### src/rtl/clock_pkg.sv
// Shared clock definitions: mode codes used by the display, alarm and time blocks,
// plus BCD helpers for the calendar.
package clock_pkg;

  localparam logic [5:0] CURRENT_TIME = 6'b000000;
  localparam logic [5:0] CTRL_HOUR    = 6'b010011;
  localparam logic [5:0] CTRL_MIN     = 6'b010101;
  localparam logic [5:0] CTRL_SEC     = 6'b010111;
  localparam logic [5:0] CTRL_YEAR    = 6'b011011;
  localparam logic [5:0] CTRL_MONTH   = 6'b011101;
  localparam logic [5:0] CTRL_DAY     = 6'b011111;

  localparam logic [7:0] ASCII_ZERO = 8'h30;

  function automatic logic is_ctrl_mode(input logic [5:0] mode);
    return (mode == CTRL_HOUR) || (mode == CTRL_MIN) || (mode == CTRL_SEC) ||
           (mode == CTRL_YEAR) || (mode == CTRL_MONTH) || (mode == CTRL_DAY);
  endfunction

  // Callers detect the wrap value themselves, so only the 9->0 digit carry is handled here.
  function automatic logic [7:0] bcd_inc(input logic [7:0] v);
    logic [7:0] r;
    if (v[3:0] == 4'd9) r = {v[7:4] + 4'd1, 4'd0};
    else                r = {v[7:4], v[3:0] + 4'd1};
    return r;
  endfunction

  // Year mod 4 on a BCD pair: (2*tens + units) mod 4, i.e. odd tens pair with units 2/6.
  function automatic logic [7:0] days_in_month(input logic [7:0] month_bcd,
                                               input logic [7:0] year_bcd);
    logic       leap;
    logic [7:0] dim;
    if (year_bcd[4]) leap = (year_bcd[3:0] == 4'd2) || (year_bcd[3:0] == 4'd6);
    else             leap = (year_bcd[3:0] == 4'd0) || (year_bcd[3:0] == 4'd4) ||
                            (year_bcd[3:0] == 4'd8);
    case (month_bcd)
      8'h02:                      dim = leap ? 8'h29 : 8'h28;
      8'h04, 8'h06, 8'h09, 8'h11: dim = 8'h30;
      default:                    dim = 8'h31;
    endcase
    return dim;
  endfunction

endpackage

### src/rtl/time_date_counter_if.sv
// Mode/edit inputs and ASCII digit outputs between the time keeper and its users.
interface time_date_counter_if;
  logic [5:0] MODE;
  logic       INC_PULSE;
  logic [7:0] H10, H1, M10, M1, S10, S1;
  logic [7:0] Y10, Y1, MT10, MT1, D10, D1;
  logic       SEC_PULSE;

  modport master (
    output MODE, INC_PULSE,
    input  H10, H1, M10, M1, S10, S1, Y10, Y1, MT10, MT1, D10, D1, SEC_PULSE
  );

  modport slave (
    input  MODE, INC_PULSE,
    output H10, H1, M10, M1, S10, S1, Y10, Y1, MT10, MT1, D10, D1, SEC_PULSE
  );
endinterface

### src/rtl/sec_prescaler.sv
// Divides CLK down to a one-cycle TICK per second; HOLD parks the count at zero.
module sec_prescaler #(
  parameter int CLK_HZ = 50000
) (
  input  logic CLK,
  input  logic RESETN,
  input  logic HOLD,
  output logic TICK
);

  localparam int CNT_W = (CLK_HZ > 1) ? $clog2(CLK_HZ) : 1;
  localparam logic [CNT_W-1:0] TERM = CNT_W'(CLK_HZ - 1);

  logic [CNT_W-1:0] count;

  assign TICK = !HOLD && (count == TERM);

  always_ff @(posedge CLK) begin
    if (!RESETN || HOLD) count <= '0;
    else if (count == TERM) count <= '0;
    else count <= count + 1'b1;
  end

endmodule

### src/rtl/time_date_counter.sv
// 24 h time and 2000-2099 calendar in BCD, advanced by the second tick or by
// single-step edits, presented as ASCII digits.
module time_date_counter
  import clock_pkg::*;
#(
  parameter int CLK_HZ = 50000
) (
  input logic                 CLK,
  input logic                 RESETN,
  time_date_counter_if.slave  bus
);

  logic [7:0] hour, minute, second, year, month, day;
  logic [7:0] nxt_hour, nxt_minute, nxt_second, nxt_year, nxt_month, nxt_day;
  logic [7:0] dim_cur, dim_new;
  logic       ctrl_mode, tick, sec_pulse;

  assign ctrl_mode = is_ctrl_mode(bus.MODE);
  assign dim_cur   = days_in_month(month, year);
  assign dim_new   = days_in_month(nxt_month, nxt_year);

  sec_prescaler #(.CLK_HZ(CLK_HZ)) u_prescaler (
    .CLK    (CLK),
    .RESETN (RESETN),
    .HOLD   (ctrl_mode),
    .TICK   (tick)
  );

  // Edits touch one field with no carry; ticks ripple sec->year within one edge.
  always_comb begin
    nxt_hour   = hour;
    nxt_minute = minute;
    nxt_second = second;
    nxt_year   = year;
    nxt_month  = month;
    nxt_day    = day;
    if (ctrl_mode && bus.INC_PULSE) begin
      case (bus.MODE)
        CTRL_HOUR:  nxt_hour   = (hour   == 8'h23) ? 8'h00 : bcd_inc(hour);
        CTRL_MIN:   nxt_minute = (minute == 8'h59) ? 8'h00 : bcd_inc(minute);
        CTRL_SEC:   nxt_second = (second == 8'h59) ? 8'h00 : bcd_inc(second);
        CTRL_YEAR:  nxt_year   = (year   == 8'h99) ? 8'h00 : bcd_inc(year);
        CTRL_MONTH: nxt_month  = (month  == 8'h12) ? 8'h01 : bcd_inc(month);
        CTRL_DAY:   nxt_day    = (day    == dim_cur) ? 8'h01 : bcd_inc(day);
        default:    ;
      endcase
      if ((bus.MODE == CTRL_MONTH || bus.MODE == CTRL_YEAR) && (day > dim_new))
        nxt_day = dim_new;
    end else if (tick) begin
      if (second != 8'h59) nxt_second = bcd_inc(second);
      else begin
        nxt_second = 8'h00;
        if (minute != 8'h59) nxt_minute = bcd_inc(minute);
        else begin
          nxt_minute = 8'h00;
          if (hour != 8'h23) nxt_hour = bcd_inc(hour);
          else begin
            nxt_hour = 8'h00;
            if (day != dim_cur) nxt_day = bcd_inc(day);
            else begin
              nxt_day = 8'h01;
              if (month != 8'h12) nxt_month = bcd_inc(month);
              else begin
                nxt_month = 8'h01;
                nxt_year  = (year == 8'h99) ? 8'h00 : bcd_inc(year);
              end
            end
          end
        end
      end
    end
  end

  always_ff @(posedge CLK) begin
    if (!RESETN) begin
      hour      <= 8'h00;
      minute    <= 8'h00;
      second    <= 8'h00;
      year      <= 8'h00;
      month     <= 8'h01;
      day       <= 8'h01;
      sec_pulse <= 1'b0;
    end else begin
      hour      <= nxt_hour;
      minute    <= nxt_minute;
      second    <= nxt_second;
      year      <= nxt_year;
      month     <= nxt_month;
      day       <= nxt_day;
      sec_pulse <= tick;
    end
  end

  assign bus.H10  = {ASCII_ZERO[7:4], hour[7:4]};
  assign bus.H1   = {ASCII_ZERO[7:4], hour[3:0]};
  assign bus.M10  = {ASCII_ZERO[7:4], minute[7:4]};
  assign bus.M1   = {ASCII_ZERO[7:4], minute[3:0]};
  assign bus.S10  = {ASCII_ZERO[7:4], second[7:4]};
  assign bus.S1   = {ASCII_ZERO[7:4], second[3:0]};
  assign bus.Y10  = {ASCII_ZERO[7:4], year[7:4]};
  assign bus.Y1   = {ASCII_ZERO[7:4], year[3:0]};
  assign bus.MT10 = {ASCII_ZERO[7:4], month[7:4]};
  assign bus.MT1  = {ASCII_ZERO[7:4], month[3:0]};
  assign bus.D10  = {ASCII_ZERO[7:4], day[7:4]};
  assign bus.D1   = {ASCII_ZERO[7:4], day[3:0]};
  assign bus.SEC_PULSE = sec_pulse;

endmodule

### src/flat_wrapper.sv
// flat-port wrapper written by rule: the top's interface ports become plain ports
module time_date_counter_flat import clock_pkg::*;
#(
  parameter int CLK_HZ = 50000
)
  (CLK, RESETN, bus_MODE, bus_INC_PULSE, bus_H10, bus_H1, bus_M10, bus_M1, bus_S10, bus_S1, bus_Y10, bus_Y1, bus_MT10, bus_MT1, bus_D10, bus_D1, bus_SEC_PULSE);
  time_date_counter_if bus_i ();
  input logic CLK;
  input logic RESETN;
  input wire logic [$bits(bus_i.MODE)-1:0] bus_MODE;
  input wire logic [$bits(bus_i.INC_PULSE)-1:0] bus_INC_PULSE;
  output wire logic [$bits(bus_i.H10)-1:0] bus_H10;
  output wire logic [$bits(bus_i.H1)-1:0] bus_H1;
  output wire logic [$bits(bus_i.M10)-1:0] bus_M10;
  output wire logic [$bits(bus_i.M1)-1:0] bus_M1;
  output wire logic [$bits(bus_i.S10)-1:0] bus_S10;
  output wire logic [$bits(bus_i.S1)-1:0] bus_S1;
  output wire logic [$bits(bus_i.Y10)-1:0] bus_Y10;
  output wire logic [$bits(bus_i.Y1)-1:0] bus_Y1;
  output wire logic [$bits(bus_i.MT10)-1:0] bus_MT10;
  output wire logic [$bits(bus_i.MT1)-1:0] bus_MT1;
  output wire logic [$bits(bus_i.D10)-1:0] bus_D10;
  output wire logic [$bits(bus_i.D1)-1:0] bus_D1;
  output wire logic [$bits(bus_i.SEC_PULSE)-1:0] bus_SEC_PULSE;
  assign bus_i.MODE = bus_MODE;
  assign bus_i.INC_PULSE = bus_INC_PULSE;
  assign bus_H10 = bus_i.H10;
  assign bus_H1 = bus_i.H1;
  assign bus_M10 = bus_i.M10;
  assign bus_M1 = bus_i.M1;
  assign bus_S10 = bus_i.S10;
  assign bus_S1 = bus_i.S1;
  assign bus_Y10 = bus_i.Y10;
  assign bus_Y1 = bus_i.Y1;
  assign bus_MT10 = bus_i.MT10;
  assign bus_MT1 = bus_i.MT1;
  assign bus_D10 = bus_i.D10;
  assign bus_D1 = bus_i.D1;
  assign bus_SEC_PULSE = bus_i.SEC_PULSE;
  time_date_counter #(.CLK_HZ(CLK_HZ)) u_core (.CLK(CLK), .RESETN(RESETN), .bus(bus_i));
endmodule
### config.mk
export PLATFORM = sky130hd
export DESIGN_NAME = time_date_counter_flat
export DESIGN_NICKNAME = d
export VERILOG_FILES = /design/src/rtl/clock_pkg.sv /design/src/rtl/time_date_counter_if.sv /design/src/rtl/sec_prescaler.sv /design/src/rtl/time_date_counter.sv /design/src/flat_wrapper.sv
export SDC_FILE = /design/constraint.sdc
export NUM_CORES = 1
export LEC_CHECK = 0
export BUFFER_PORTS_ARGS = -buffer_cell sky130_fd_sc_hd__buf_2
export CAP_MARGIN = 20
export CELL_PAD_IN_SITES_DETAIL_PLACEMENT = 1
export CELL_PAD_IN_SITES_GLOBAL_PLACEMENT = 1
export CORE_AREA = 2 2 122 112
export CTS_CLUSTER_DIAMETER = 120
export DETAILED_ROUTE_END_ITERATION = 6
export DIE_AREA = 0 0 124 114
export GPL_TIMING_DRIVEN = 0
export MAX_ROUTING_LAYER = met4
export PLACE_DENSITY_LB_ADDON = 0.1
export RECOVER_POWER = 50
export SETUP_SLACK_MARGIN = 0.15
export SLEW_MARGIN = 20
export SYNTH_ARGS = -nofsm -noshare
export SYNTH_HDL_FRONTEND = slang
export SYNTH_SLANG_ARGS = --single-unit
export TNS_END_PERCENT = 50
### constraint.sdc
create_clock -name CLK -period 11.81 [get_ports CLK]
set_input_delay 1.181 -clock CLK [delete_from_list [all_inputs] [get_ports CLK]]
set_output_delay 1.181 -clock CLK [all_outputs]
set_load 0.05 [all_outputs]
==> results by group, run 1 <==
Layout
  – Commonest non-fill, non-tap cell in the layout: nor2_1
  – Layout Area Growth over Synthesis: 21.0%
  – Most frequent cells in the layout: nor2_1, clkbuf_1, dfxtp_1
  – NumNets Final: 711
  – Layout cells sized above 1: 0.124
  – Finished Layout Cells: 851
  – Inserted Diodes: 0

Global route
  – Routing usage on met1: 0.225
  – GR peak layer: met2
  – First-pass GRT wire length: 20,600 µm
  – Met3 GRT Util: 0.0480
  – Number of antenna violations at the first check in global routing: 0
  – Met2 global-route usage: 0.329
  – Gr usage total: 0.192
  – Pin count of the biggest net entering global routing: 13
  – Vias in the first global route: 4,230
  – Aggregate global routing overflow: 0

Route
  – Drt total wl: 12,800 µm
  – WL per Instance: 15.1 µm
  – DRT iter0 DRCs: 195
  – Final ANT Viol Nets: 0
  – Routed vias: 4,300
  – DR pass1 iterations: 4
  – Drt via density: 5.05
  – DRC: 0

Clock tree
  – Worst-Skew Late Latency: 350 ps
  – Post-CTS Resized: 0
  – CTS tree: built
  – Number of buffers created by CTS: 9
  – Worst-path clk slew: 60 ps
  – Root buffer cell: clkbuf_16
  – Post-CTS Setup Inserts: 0
  – CTS Sinks: 65
  – Max Buffers Root-to-Sink: 2
  – H-tree Lvls: 3
  – CTS Hold Bufs: 0

Yosys
  – Share of the synthesized area in the top cell type: 0.296
  – Post-synth EDFFs: 0
  – Dominant cell type by area after synthesis: dfxtp_1
  – Mean area per synthesized cell: 7.77 µm²
  – Ys flop type: dfxtp_1
  – Flops & latches, synth: 65
  – Seq/Total Area, Yosys: 0.296
  – Dominant cells by area after synthesis: dfxtp_1, buf_4, ha_1, nor2_1, a21oi_1
  – Synth Warn #: 0
  – Post-synthesis mux area share: 0.00456
  – Xor and xnor area share after synthesis: 0.0399
  – Largest family of logic cells by synthesized area: simple AND/OR/NAND/NOR gates
  – Cell variety after synth: 67
  – Post-Synth Adder-Cell Area: 0.0707
  – Syn Inst Count: 565
  – Post-Syn Area: 4390 µm²
  – Compound-Gate Fraction of Synth Area: 0.179
  – Post-synth ARST share: 0
  – Simple-Gate Fraction of Synth Area: 0.291

STA
  – Min cycle time layout: 6120 ps
  – Worst-Margin Slew: 831 ps
  – RSZ-0062 raised after global routing: no
  – Slew margin rel.: 0.445
  – Final Hold Fails: 0
  – Fin Setup TNS: 0 ps
  – Tcrit/Tclk final: 0.519
  – Clock skew: 6.95 ps
  – Peak Freq: 163 MHz
  – Setup violations, final: 0
  – Slew Viols, Final: 0

Placed design
  – DP HPWL: 9600 µm
  – Port bufs: 56
  – Routability cong.: 0.812
  – DP Cell Count: 835

Die
  – Die area: 14,100 µm²
  – Io pins: 106
  – Cell Rows: 40
  – Die Y-Extent: 114 µm
  – Die Width: 124 µm
  – Core region area: 13,000 µm²
  – Initial Util: 0.337

Power and ir drop
  – Sw Share: 0.278
  – Switching power: 0.163 mW
  – Max VDD drop: 0.0575 mV
  – PwrDens: 111 nW/µm²
  – Cell Int Power: 0.424 mW
  – Leakage power: 2.04 nW
  – Clock Power Share: 0.501
  – Flop pwr share: 0.379
  – Part of the power in combinational logic: 0.120

Worst setup path
  – Crit path top cell by count: o21ai_0
  – Setup CP Type: in -> reg
  – Crit. End Element: flip-flop
  – Crit path max fanout: 10
  – Crit-path cells: clkbuf_1, o21ai_0, nand4_1, a2111oi_4, o21ai_0, xor2_1, o22a_1, o31a_1, nand2_1, ha_1, or3b_2, a21boi_0, o21ai_0, maj3_1, a31oi_1, clkbuf_1, nor2_1, a211oi_1, a41oi_2
  – FF-to-FF path depth: 22
  – Critical Path Max Stage Delay: 520 ps
  – Worst Path Arrival: 6320 ps
  – Crit path launch type: input pin
  – CP required: 12,010 ps
  – CP max stage cell: o21ai_0

Job
  – Max Cap Viol: 0

Worst hold path
  – Hold Crit Class: reg -> reg
  – Min-Delay Path Depth: 1

Status
  – Status: finished, final reports clean
cell type report:
cell class                      count  area (µm²)
Buffer                             68         439
Timing Repair Buffer               56         218
Tap cell                          168         210
Clock inverter                      6        90.1
Inverter                           20        75.1
Sequential cell                    65        1300
Multi-Input combinational cell    458        2750
Fill cell                        1664        7700
Clock buffer                       10         229
kinds of logic after synthesis:
| group | count (synthesis) |
|---|---|
| mux | 2 |
| compound gates | 122 |
| flops | 65 |
| other cells | 2 |
| buf+inv | 88 |
| xor+xnor | 20 |
| fa+ha+maj | 25 |
| simple gates | 241 |
sequential cells by signal, indices dropped and copies added (netlist names):
signal	cells
u_core.u_prescaler.count	16
u_core.day	8
u_core.hour	8
u_core.minute	8
u_core.month	8
u_core.second	8
u_core.year	8
u_core.bus.SEC_PULSE	1
routing by layer:
metal	routed length, µm	vias to the layer above	part of all wire
li1	-	2140	-
met1	5900	2083	0.46
met2	6370	69	0.50
met3	468	8	0.037
met4	80	0	0.0062
met5	0	-	0
final timing paths:
path                                                     to  slack [ps]                   startpoint
worst max-delay path                          u_core.day[0]        5690                  bus_MODE[2]
worst min-delay path            u_core.u_prescaler.count[0]         460  u_core.u_prescaler.count[0]
worst max register to register                u_core.day[0]        5790              u_core.month[4]
worst min register to register  u_core.u_prescaler.count[0]         460  u_core.u_prescaler.count[0]
synth_stat cells, types with 2 or more instances:
library cell and count:
nor2_1 73, dfxtp_1 65, buf_4 48, a21oi_1 44
nand2_1 37, o21ai_0 32, ha_1 24, nand3_1 24
inv_1 20, nor3_1 17, clkbuf_1 16, nor2b_1 12
xor2_1 12, or3_1 11, xnor2_1 8, a31oi_1 7
and3b_1 7, nand2b_1 7, nand4_1 7, or4_1 6
nand4b_1 5, and3_1 4, and4_1 4, nor3b_1 4
o21a_1 4, a211o_1 3, a211oi_1 3, a21o_1 3
and2_1 3, buf_2 3, nand3b_1 3, nor4b_1 3
or2_2 3, a21boi_0 2, a32oi_1 2, and4b_1 2
conb_1 2, mux2i_1 2, nor4_1 2, nor4bb_1 2
o21bai_1 2, or3b_2 2
power by group through the flow:
stage               Sequential, mW  Clock (mW)  Combinational [mW]
global route                 0.223       0.313              0.0753
detailed placement           0.227           0              0.0699
global placement             0.227           0              0.0692
finish                       0.223       0.295              0.0705
floorplan                    0.229           0              0.0597
CTS                          0.223       0.304              0.0701
worst max-delay path, delay by kind of cell:
| kind | cells | cell delay (ps) |
|---|---|---|
| buffers and inverters | 2 | 600 |
| adder cells (fa/ha/maj) | 2 | 520 |
| XOR/XNOR | 1 | 230 |
| AND/OR/NAND/NOR | 4 | 970 |
| AO/OA/AOI/OAI | 10 | 2790 |
through the flow:
stage	instance area, µm²	total power [mW]	util	worst slack [ps]	hold slack (ps)
4_1_cts	5370	0.597	0.413	5740	470
6_report	5310	0.588	0.408	5690	461
2_1_floorplan	4560	0.289	-	6430	430
3_5_place_dp	5050	0.297	0.388	5420	456
3_3_place_gp	5050	0.297	0.388	5590	443
5_1_grt	5310	0.611	0.408	5220	511
Power figures use the tool's default switching activity.
==> inputs of run 2 (changes only) <==
==> constraint.sdc (replaced) <==
create_clock -name CLK -period 5.6 [get_ports CLK]
set_input_delay 0.56 -clock CLK [delete_from_list [all_inputs] [get_ports CLK]]
set_output_delay 0.56 -clock CLK [all_outputs]
set_load 0.05 [all_outputs]
==> results by group, run 2 (synthesis gave the netlist of run 1 again) <==
Worst hold path
  – Hold Path Sink: u_core.u_prescaler.count[0] (unchanged)
  – Min-Delay Path Depth: 1 (unchanged)
  – Hold Crit Class: reg -> reg (unchanged)
  – Worst hold path startpoint: u_core.u_prescaler.count[0] (unchanged)

Layout
  – Commonest non-fill, non-tap cell in the layout: nor2_1 (unchanged)
  – Layout Area Growth over Synthesis: 24.3% (was 21.0%)
  – Most frequent cells in the layout: nor2_1, clkbuf_1, dfxtp_1 (unchanged)
  – Final-layout fill cell count: 1,661 (was 1,664)
  – Inserted Diodes: 0 (unchanged)
  – Max reg flops: 16 (unchanged)
  – Biggest register: u_core.u_prescaler.count (unchanged)
  – Final core occ: 0.419 (was 0.408)
  – Layout cells sized above 1: 0.157 (was 0.124)
  – NumNets Final: 714 (was 711)

Route
  – DR pass1 iterations: 4 (unchanged)
  – WL per Instance: 15.1 µm (about the same)
  – Drt total wl: 12,900 µm (was 12,800 µm)
  – Drt via density: 5.04 (was 5.05)
  – DRT iter0 DRCs: 171 (was 195)
  – Routed vias: 4,305 (was 4,300)
  – Final ANT Viol Nets: 0 (unchanged)
  – DRC: 0 (unchanged)

Worst setup path
  – Worst Path Arrival: 5560 ps (was 6320 ps)
  – RR Endpoint: u_core.day[1] (was u_core.day[0])
  – CP required: 5870 ps (was 12,010 ps)
  – Critical Path Max Stage Delay: 480 ps (was 520 ps)
  – CP max stage cell: or4_1 (was o21ai_0)
  – R2R Setup Slk: 310 ps (was 5790 ps)
  – Crit path launch type: flip-flop (was input pin)
  – Reg2reg start: u_core.month[2] (was u_core.month[4])
  – Crit-path cells: clkbuf_4, or3b_1, o32a_1, or4_1, buf_2, a2111oi_4, nor2_4, a21o_1, a211o_1, o31a_1, nand2_1, ha_1, or3b_2, a21boi_1, o21ai_2, nor3b_4, or2_2, buf_2, or4_1, a21oi_1 (was clkbuf_1, o21ai_0, nand4_1, a2111oi_4, o21ai_0, xor2_1, o22a_1, o31a_1, nand2_1, ha_1, or3b_2, a21boi_0, o21ai_0, maj3_1, a31oi_1, clkbuf_1, nor2_1, a211oi_1, a41oi_2)
  – FF-to-FF path depth: 20 (was 22)
  – Crit. End Element: flip-flop (unchanged)
  – Crit path max fanout: 9 (was 10)
  – Crit path launch: u_core.month[2] (was bus_MODE[2])
  – Setup CP Type: reg -> reg (was in -> reg)

Power and ir drop
  – PwrDens: 228 nW/µm² (was 111 nW/µm²)
  – Sw Share: 0.279 (was 0.278)
  – Part of the power in combinational logic: 0.123 (was 0.120)
  – Switching power: 0.347 mW (was 0.163 mW)
  – Clock Power Share: 0.500 (was 0.501)
  – Cell Int Power: 0.897 mW (was 0.424 mW)
  – Leakage power: 2.10 nW (was 2.04 nW)
  – Max VDD drop: 0.122 mV (was 0.0575 mV)
  – Flop pwr share: 0.378 (was 0.379)

STA
  – Clock skew: 5.65 ps (was 6.95 ps)
  – Fin Setup TNS: 0 ps (unchanged)
  – Slew Viols, Final: 0 (unchanged)
  – Min cycle time layout: 5290 ps
  – Worst-Margin Slew: 744 ps (was 831 ps)
  – Peak Freq: 189 MHz
  – Tcrit/Tclk final: 0.945
  – Final Hold Fails: 0 (unchanged)
  – Setup violations, final: 0 (unchanged)
  – RSZ-0062 raised after global routing: yes (was no)
  – Slew margin rel.: 0.504 (was 0.445)

Clock tree
  – H-tree Lvls: 3 (unchanged)
  – Worst-Skew Late Latency: 350 ps (about the same)
  – Max Buffers Root-to-Sink: 2 (unchanged)
  – CTS Hold Bufs: 0 (unchanged)
  – Number of buffers created by CTS: 9 (unchanged)
  – CTS Sinks: 65 (unchanged)
  – Root buffer cell: clkbuf_16 (unchanged)
  – CTS tree: built (unchanged)
  – Worst-path clk slew: 60 ps (about the same)

Placed design
  – Routability cong.: 0.812 (unchanged)
  – DP HPWL: 9600 µm (unchanged)
  – Port bufs: 56 (unchanged)

Global route
  – Aggregate global routing overflow: 0 (unchanged)
  – Vias in the first global route: 4,255 (was 4,230)
  – Pin count of the biggest net entering global routing: 13 (unchanged)
  – Gr usage total: 0.193 (was 0.192)
  – Number of antenna violations at the first check in global routing: 0 (unchanged)
  – First-pass GRT wire length: 20,700 µm (was 20,600 µm)

Die
  – Die Width: 124 µm (unchanged)
  – Core region area: 13,000 µm² (unchanged)
  – Die Y-Extent: 114 µm (unchanged)
  – Initial Util: 0.337 (unchanged)
  – Die area: 14,100 µm² (unchanged)
  – Cell Rows: 40 (unchanged)
  – Io pins: 106 (unchanged)

Status
  – Status: finished, final reports clean (unchanged)

Job
  – Max Cap Viol: 0 (unchanged)
==> run 2: cell types whose count changed in the layout (fill, tap and decap cells not counted), moves of 2 or more <==
cell and change:
inv_1 -2, clkbuf_1 -4, dfxtp_2 +2, o21ai_2 +2, dfxtp_1 -3, o21ai_0 -3, buf_4 +3, inv_2 +2
==> run 2: what timing repair did <==
| action | in CTS | in global routing |
|---|---|---|
| pin swaps | 1 | 5 |
| endpoints found under the hold margin | 0 | 0 |
| endpoints found under the setup margin | 8 | 8 |
| setup buffers | 1 | 2 |
| gates resized for setup | 19 | 17 |
==> run 2: critical path: cells and delay by family, from the launching register on <==
kind	cells	cell delay, ps
simple gates	8	2360
flops	1	300
compound gates	8	1880
buf+inv	3	540
fa+ha+maj	1	130
==> run 2: final cells by class <==
| class | count | area [µm²] | share of cell area |
|---|---|---|---|
| flip-flops and latches | 65 | 1310 | 0.240 |
| clock inverters | 6 | 90.1 | 0.0165 |
| multi-input cells | 458 | 2850 | 0.522 |
| repair buffers | 59 | 241 | 0.0443 |
| well taps | 168 | 210 | 0.0385 |
| clock buffers | 10 | 229 | 0.0420 |
| plain buffers | 68 | 454 | 0.0833 |
| inverters | 20 | 75.1 | 0.0138 |
==> run 2: metrics by stage <==
step	power (mW)	instances	worst slack [ps]	hold slack [ps]	cell area, µm²
after floorplan	0.608	611	251	430	4560
after global placement	0.625	835	-227	443	5050
after detailed placement	0.627	835	-370	456	5050
after CTS	1.26	852	119	470	5460
after global routing	1.29	854	125	489	5450
final	1.24	854	309	461	5450
==> run 2: routing by layer <==
layer / GRT usage / part of all wire / vias up
li1: - / - / 2133
met1: 0.224 / 0.46 / 2098
met2: 0.331 / 0.50 / 62
met3: 0.0480 / 0.033 / 12
met4: 0.0517 / 0.011 / 0
met5: - / 0 / -
==> run 2: how the worst max path moves through the flow <==
stage	cells after the start	end
3_3_place_gp	22	u_core.day[0]
3_5_place_dp	22	u_core.day[0]
6_report	20	u_core.day[1]
2_1_floorplan	21	u_core.day[0]
5_1_grt	20	u_core.day[1]
4_1_cts	21	u_core.day[1]
==> run 2: power groups by stage <==
stage | sequential (mW) | combinational [mW] | clock [mW]
after floorplan | 0.483 | 0.126 | 0
after global placement | 0.480 | 0.146 | 0
after detailed placement | 0.480 | 0.147 | 0
after CTS | 0.470 | 0.150 | 0.641
after global routing | 0.471 | 0.163 | 0.660
final | 0.470 | 0.153 | 0.622
